[src/rtl/bisc_sequencer_pkg.sv]
`default_nettype none
// ---------------------------------------------------------------------------
// bisc_sequencer_pkg : shared widths, state encoding and step limit  (rev 1.0)
// ---------------------------------------------------------------------------
package bisc_sequencer_pkg;

    localparam int BIN_LEN     = 8;
    localparam int BIN_WIDTH   = $clog2(BIN_LEN);
    localparam int OUT_BIN_LEN = 16;

    localparam logic [BIN_LEN-1:0] BISC_MAX_STEPS = {BIN_LEN{1'b1}};

    typedef enum logic [1:0] {
        ST_IDLE = 2'd0,
        ST_INIT = 2'd1,
        ST_RUN  = 2'd2,
        ST_DONE = 2'd3
    } bisc_seq_state_t;

endpackage
`default_nettype wire

[src/rtl/bisc_sequencer_trailing_zero_encoder.sv]
`default_nettype none
// ---------------------------------------------------------------------------
// trailing_zero_encoder : count of trailing zeros, zero input gives 0  (rev 1.0)
// ---------------------------------------------------------------------------
module trailing_zero_encoder
    import bisc_sequencer_pkg::*;
(
    input  logic [BIN_LEN-1:0]   value,
    output logic [BIN_WIDTH-1:0] count
);

    // Scan from the MSB down so the lowest set bit is the last one to win.
    always_comb begin
        count = '0;
        for (int i = BIN_LEN - 1; i >= 0; i--) begin
            if (value[i]) begin
                count = BIN_WIDTH'(i);
            end
        end
    end

endmodule
`default_nettype wire

[src/rtl/bisc_sequencer.sv]
`default_nettype none
// ---------------------------------------------------------------------------
// bisc_sequencer : drives a bit-serial processing element for one operand  (rev 1.0)
// ---------------------------------------------------------------------------
module bisc_sequencer
    import bisc_sequencer_pkg::*;
#(
    parameter int FIXED_LENGTH = 0
)
(
    input  logic                   clock,
    input  logic                   reset,
    input  logic                   in_valid,
    output logic                   in_ready,
    input  logic [BIN_LEN-1:0]     x_val,
    input  logic [OUT_BIN_LEN-1:0] bias_val,
    output logic                   pe_init,
    output logic                   pe_enable,
    output logic [OUT_BIN_LEN-1:0] pe_init_val,
    output logic [BIN_WIDTH-1:0]   selector,
    output logic                   zero_select,
    output logic                   out_valid,
    input  logic                   out_ready
);

    bisc_seq_state_t        state;
    bisc_seq_state_t        state_next;
    logic [BIN_LEN-1:0]     step;
    logic [BIN_LEN-1:0]     step_next;
    logic [BIN_LEN-1:0]     x_reg;
    logic [OUT_BIN_LEN-1:0] bias_reg;
    logic [BIN_LEN-1:0]     run_len;
    logic [BIN_WIDTH-1:0]   step_tz;
    logic                   accept;

    trailing_zero_encoder u_tze (
        .value (step),
        .count (step_tz)
    );

    assign run_len     = (FIXED_LENGTH != 0) ? BISC_MAX_STEPS : x_reg;
    assign accept      = (state == ST_IDLE) && in_valid;
    assign pe_init_val = bias_reg;

    always_ff @(posedge clock or negedge reset) begin
        if (!reset) begin
            state    <= ST_IDLE;
            step     <= '0;
            x_reg    <= '0;
            bias_reg <= '0;
        end else begin
            state <= state_next;
            step  <= step_next;
            if (accept) begin
                x_reg    <= x_val;
                bias_reg <= bias_val;
            end
        end
    end

    always_comb begin
        state_next  = state;
        step_next   = step;
        in_ready    = 1'b0;
        pe_init     = 1'b0;
        pe_enable   = 1'b0;
        selector    = '0;
        zero_select = 1'b1;
        out_valid   = 1'b0;
        case (state)
            ST_IDLE: begin
                in_ready = 1'b1;
                if (in_valid) begin
                    state_next = ST_INIT;
                    step_next  = BIN_LEN'(1);
                end
            end
            ST_INIT: begin
                pe_init    = 1'b1;
                pe_enable  = 1'b1;
                state_next = (run_len == '0) ? ST_DONE : ST_RUN;
            end
            ST_RUN: begin
                // Finer weight bits are visited at proportionally lower rates.
                pe_enable   = 1'b1;
                selector    = BIN_WIDTH'(BIN_LEN - 1) - step_tz;
                zero_select = (step > x_reg);
                if (step == run_len) begin
                    state_next = ST_DONE;
                end else begin
                    step_next = step + 1'b1;
                end
            end
            ST_DONE: begin
                out_valid = 1'b1;
                if (out_ready) begin
                    state_next = ST_IDLE;
                    step_next  = '0;
                end
            end
            default: begin
                state_next = ST_IDLE;
                step_next  = '0;
            end
        endcase
    end

endmodule
`default_nettype wire

[config.mk]
export PLATFORM = sky130hd
export DESIGN_NAME = bisc_sequencer
export DESIGN_NICKNAME = d
export VERILOG_FILES = /design/src/rtl/bisc_sequencer_pkg.sv /design/src/rtl/bisc_sequencer_trailing_zero_encoder.sv /design/src/rtl/bisc_sequencer.sv
export SDC_FILE = /design/constraint.sdc
export NUM_CORES = 1
export LEC_CHECK = 0
export ABC_CLOCK_PERIOD_IN_PS = 2450
export BUFFER_PORTS_ARGS = -buffer_cell sky130_fd_sc_hd__buf_2
export CAP_MARGIN = 40
export CORE_ASPECT_RATIO = 1.2
export CORE_MARGIN = 1
export CORE_UTILIZATION = 52
export CTS_CLUSTER_DIAMETER = 80
export DETAILED_ROUTE_END_ITERATION = 6
export PLACE_DENSITY = 0.79
export RECOVER_POWER = 100
export SYNTH_ARGS = -nofsm -noshare
export SYNTH_HDL_FRONTEND = slang
export SYNTH_SLANG_ARGS = --single-unit
export TNS_END_PERCENT = 5
[constraint.sdc]
create_clock -name clock -period 2.45 [get_ports clock]
set_input_delay 0.3675 -clock clock [delete_from_list [all_inputs] [get_ports clock]]
set_output_delay 0.3675 -clock clock [all_outputs]
set_load 0.02 [all_outputs]
* After elaboration in Yosys (flattened, before gate mapping)
Cells that the tools add are included.
Operators by class: $add $sub $neg 2, eq/ne operators 8, multiplexer cells 23, reductions and logical operators 7, order comparisons 1
Operators by type and width (number):
- two-way mux 3 bit | 9
- two-way mux 8 bit | 3
- one-hot mux 8 bit (3 select lines) | 1
- adder 8 x 1 -> 8 bit (second input constant) | 1
- == test 8 bit | 1
- > comparator 8 bit | 1
- logical NOT 8 bit | 1
- != test 2 bit (second input constant) | 4
- one-hot mux 2 bit (4 select lines) | 1
- two-way mux 1 bit | 6
- two-way mux 2 bit | 3
- == test 2 bit (second input constant) | 2
- AND reduction 4 bit | 1
- AND reduction 3 bit | 1
- nonzero test 3 bit | 1
- subtractor 3 bit (first input constant) | 1
- == test 2 x 1 -> 1 bit (second input constant) | 1
- logical NOT 2 bit | 1
- OR reduction 2 bit | 1
- logical AND 1 bit | 1
Storage, ports and cells: output and inout port bits 24, input bits 28, register bits 34

* Depth between registers and ports, before layout
word-level depth 10, depth in mapped cells 7, depth with buffers taken out 6

* Cells and area by module
A second synthesis with hierarchy kept.
Second synthesis, totals: cells, all modules 169, area total of the unflattened synthesis 1906.8 um^2
By module, submodules not included:
- bisc_sequencer | cells each 157, times used 1, sequential area each 850.8 um^2, area each 1823.0 um^2
- trailing_zero_encoder | cells each 12, times used 1, sequential area each 0.0 um^2, area each 83.8 um^2

* Worst setup path before layout
Ideal clock, no wire load.
path type reg-to-output, from reg step[0], to out zero_select, arrival 1577 ps, stages on the path, launching flop included 7, required time 2082 ps, path slack 505 ps, path buffers 0, cells stage by stage dfrtp_1 -> inv_1 -> ha_1 -> nand4_2 -> nor2_1 -> a211oi_1 -> a211o_1
On the way: cells in the longest elaborated chain, start to end 2
RTL lines:
- start: declaration | line bisc_sequencer.sv:28 | logic [BIN_LEN-1:0] step;
- start signal: assignment | line bisc_sequencer.sv:53 | step <= step_next;
- > comparator 8 bit | line bisc_sequencer.sv:87 | zero_select = (step > x_reg);
- two-way mux 1 bit | line bisc_sequencer.sv:70 | case (state)
- end: declaration | line bisc_sequencer.sv:21 | output logic zero_select,
Every way passes these cells.

* Final worst setup path
from reg step[1], to out zero_select
Same word-level chain as after synthesis.

==> results.tsv <==
metric	value	unit
status	complete, but fails checks	
failing checks	design-rule violations, max-capacitance violations, max-slew violations	
Post-synth top flop	dfrtp_1	
cell row count	23	
syn_area_per_cell	10.72	µm²
Initial Utilization	56.01	%
clock latency at the later pin of the worst-skew pair	290	ps
sequential element share of the synthesized area	44.36	%
Worst setup SP type	register	
setup_tns	0	ps
Post-Synthesis Cells	179	
first-pass iteration count of the detailed router	6	
number of max-cap violations	1	
vias per inst	5.825	
total vias in the final route	1602	
cell total after placement	266	
Ys Warns	0	
Mapped Area	1918	µm²
core area	3425	µm²
IO Count	52	
slew of the pin with the lowest slew margin	1846	ps
CP endpoint kind	output port	
Worst EP required	2080	ps
EDFF count, synth	0	
antenna-violating nets left	0	
fill count	270	
CTS sink cnt	34	
Mapped Nets	220	
fmax	0.4330	GHz
Hold Path Stages	2	
post-route design area	2297	µm²
layout cells sized above 1	26.47	%
number of buffers added on ports	51	
library cells used by synthesis	45	
aggregate global-route resource usage	23.81	%
WL final	4234	µm
PD cells	1322	nW/µm²
Final Net Count	278	
final total power	3.038	mW
Post-CTS Hold Buffers	0	
gpl congestion	0.9535	
Tmin final	2309	ps
most frequent cells in the layout	33 x dfrtp_1, 27 x buf_2, 24 x clkbuf_1	
max_slew headroom	-23.07	%
clock share of power	14.1	%
CTS clk-pin slew, worst paths	70	ps
Root Buffer Master	clkbuf_8	
period utilization	94.26	%
total CTS buffers	5	
Sequential Power Share	32.9	%
VDD IR max	0.0008132	V
Comb pwr share	52.9	%
worst hold path type	in2reg	
Max Buffers Root-to-Sink	2	
largest net degree at the start of global routing	35	
DIE AREA	3936	µm²
sw frac	45.45	%
Critical Path Fanout Max	9	
Die Width	57.44	µm
total gr overflow	0	
FF-to-FF path depth	5	
post-route setup slack	140.7	ps
worst hold margin	286.9	ps
final cell count without fillers	275	
ANT cells	0	
Pleak	1.062	nW
CTS tree	yes	
Setup Skew	8.362	ps
Hold Fails Final Rpt	0	
area delta synth->final	19.76	%
unrepaired setup endpoints after global routing	false	
kind of critical path	reg2out	
commonest non-fill, non-tap cell in the layout	dfrtp_1	
switching pwr	1.380	mW
DR DRC count	2	
CP arrival	1940	ps
Util after Layout	67.08	%
DP Worst Slack	211.1	ps
internal power	1.657	mW
Area after DPL	2245	µm²
Die Y	68.53	µm
Final Setup Violations	0	
vias in the first global route	1537	
Final Max Slew Viols	35	
drt initial violations	134	
hpwl dp	3223	µm
initial antenna violation count	0	
H-Tree Depth	2	
Synth async-reset ratio	100.0	%
WL per Instance	15.40	µm
first-pass GRT wire length	7031	µm
FF+latch count, synth	34	
==> registers in the layout, indices dropped and copies added, names as in the netlist <==
name and cells:
state 2, step 8, run_len 8, pe_init_val 16
==> cells in the mapped netlist, drive strengths merged (2+ instances only) <==
cell | n | share of area [%]
a21oi | 8 | 2.3
and4 | 2 | 0.91
buf | 7 | 1.9
dfrtp | 34 | 44
ha | 13 | 8.5
inv | 12 | 2.3
mux2 | 25 | 15
nand2 | 15 | 2.9
nand2b | 5 | 1.6
nand3 | 12 | 3.4
nand4 | 5 | 2.3
nor2 | 6 | 1.2
nor3 | 4 | 1.0
o211ai | 3 | 1.4
o21ai | 3 | 0.78
o311ai | 3 | 1.4
or4 | 2 | 0.78
==> power by group through the flow <==
stage	sequential, mW	clock (mW)	combinational [mW]
after floorplan	1.14	0	1.02
after global placement	0.987	0	1.65
after detailed placement	1.01	0	1.68
after CTS	0.997	0.436	1.70
after global routing	1.04	0.459	1.78
final	1.00	0.429	1.61
==> per-layer routing <==
| layer | track usage, % | vias up | wire [µm] |
|---|---|---|---|
| li1 | - | 769 | - |
| met1 | 29.56 | 770 | 1832 |
| met2 | 40.84 | 57 | 2126 |
| met3 | 5.597 | 6 | 220 |
| met4 | 8.537 | 0 | 55 |
| met5 | 0 | - | 0 |
==> final cells by class <==
cell class	count	area (µm²)	area share, %
clock buffers	7	86.33	3.758
flip-flops and latches	34	852.1	37.09
inverters	12	45.04	1.961
well taps	37	46.29	2.015
clock inverters	1	5.005	0.2179
multi-input cells	125	980.9	42.70
repair buffers	59	281.5	12.25
==> final timing paths <==
path,end,start,slack (ps)
max in group asynchronous,step[0]$_DFFE_PN0P_,reset,680
min in group asynchronous,step[6]$_DFFE_PN0P_,reset,570
worst min register to register,pe_init_val[1]$_DFFE_PN0P_,pe_init_val[1]$_DFFE_PN0P_,500
worst max-delay path,zero_select,step[1]$_DFFE_PN0P_,140
worst min-delay path,run_len[3]$_DFFE_PN0P_,x_val[3],290
worst max register to register,pe_init_val[2]$_DFFE_PN0P_,state[1]$_DFFE_PN0P_,370
==> critical path, cell delays in order (launching register included) <==
cell	delay (ps)
dfrtp_1	480
ha_1	380
nor2b_1	140
o211ai_1	150
a211oi_1	90
a211o_1	270
clkbuf_2	150
==> cells by family (layout without fill, tap and decap cells) <==
logic type               count (synthesis)  in the layout  synth area share (%)
AO/OA/AOI/OAI                           29             29                 11.29
buffers and inverters                   20             79                 4.435
adder cells (fa/ha/maj)                 13             13                 8.480
AND/OR/NAND/NOR                         58             58                 16.77
flip-flops                              34             34                 44.36
multiplexers                            25             25                 14.68
==> what timing repair did <==
item / CTS / global route
setup buffers: 0 / 1
endpoints found under the setup margin: 1 / 1
gates resized for setup: 2 / 1
pin swaps: 0 / 1
cloned: 0 / 0
endpoints found under the hold margin: 0 / 0
Note: power is estimated with default switching activity, not from simulation.
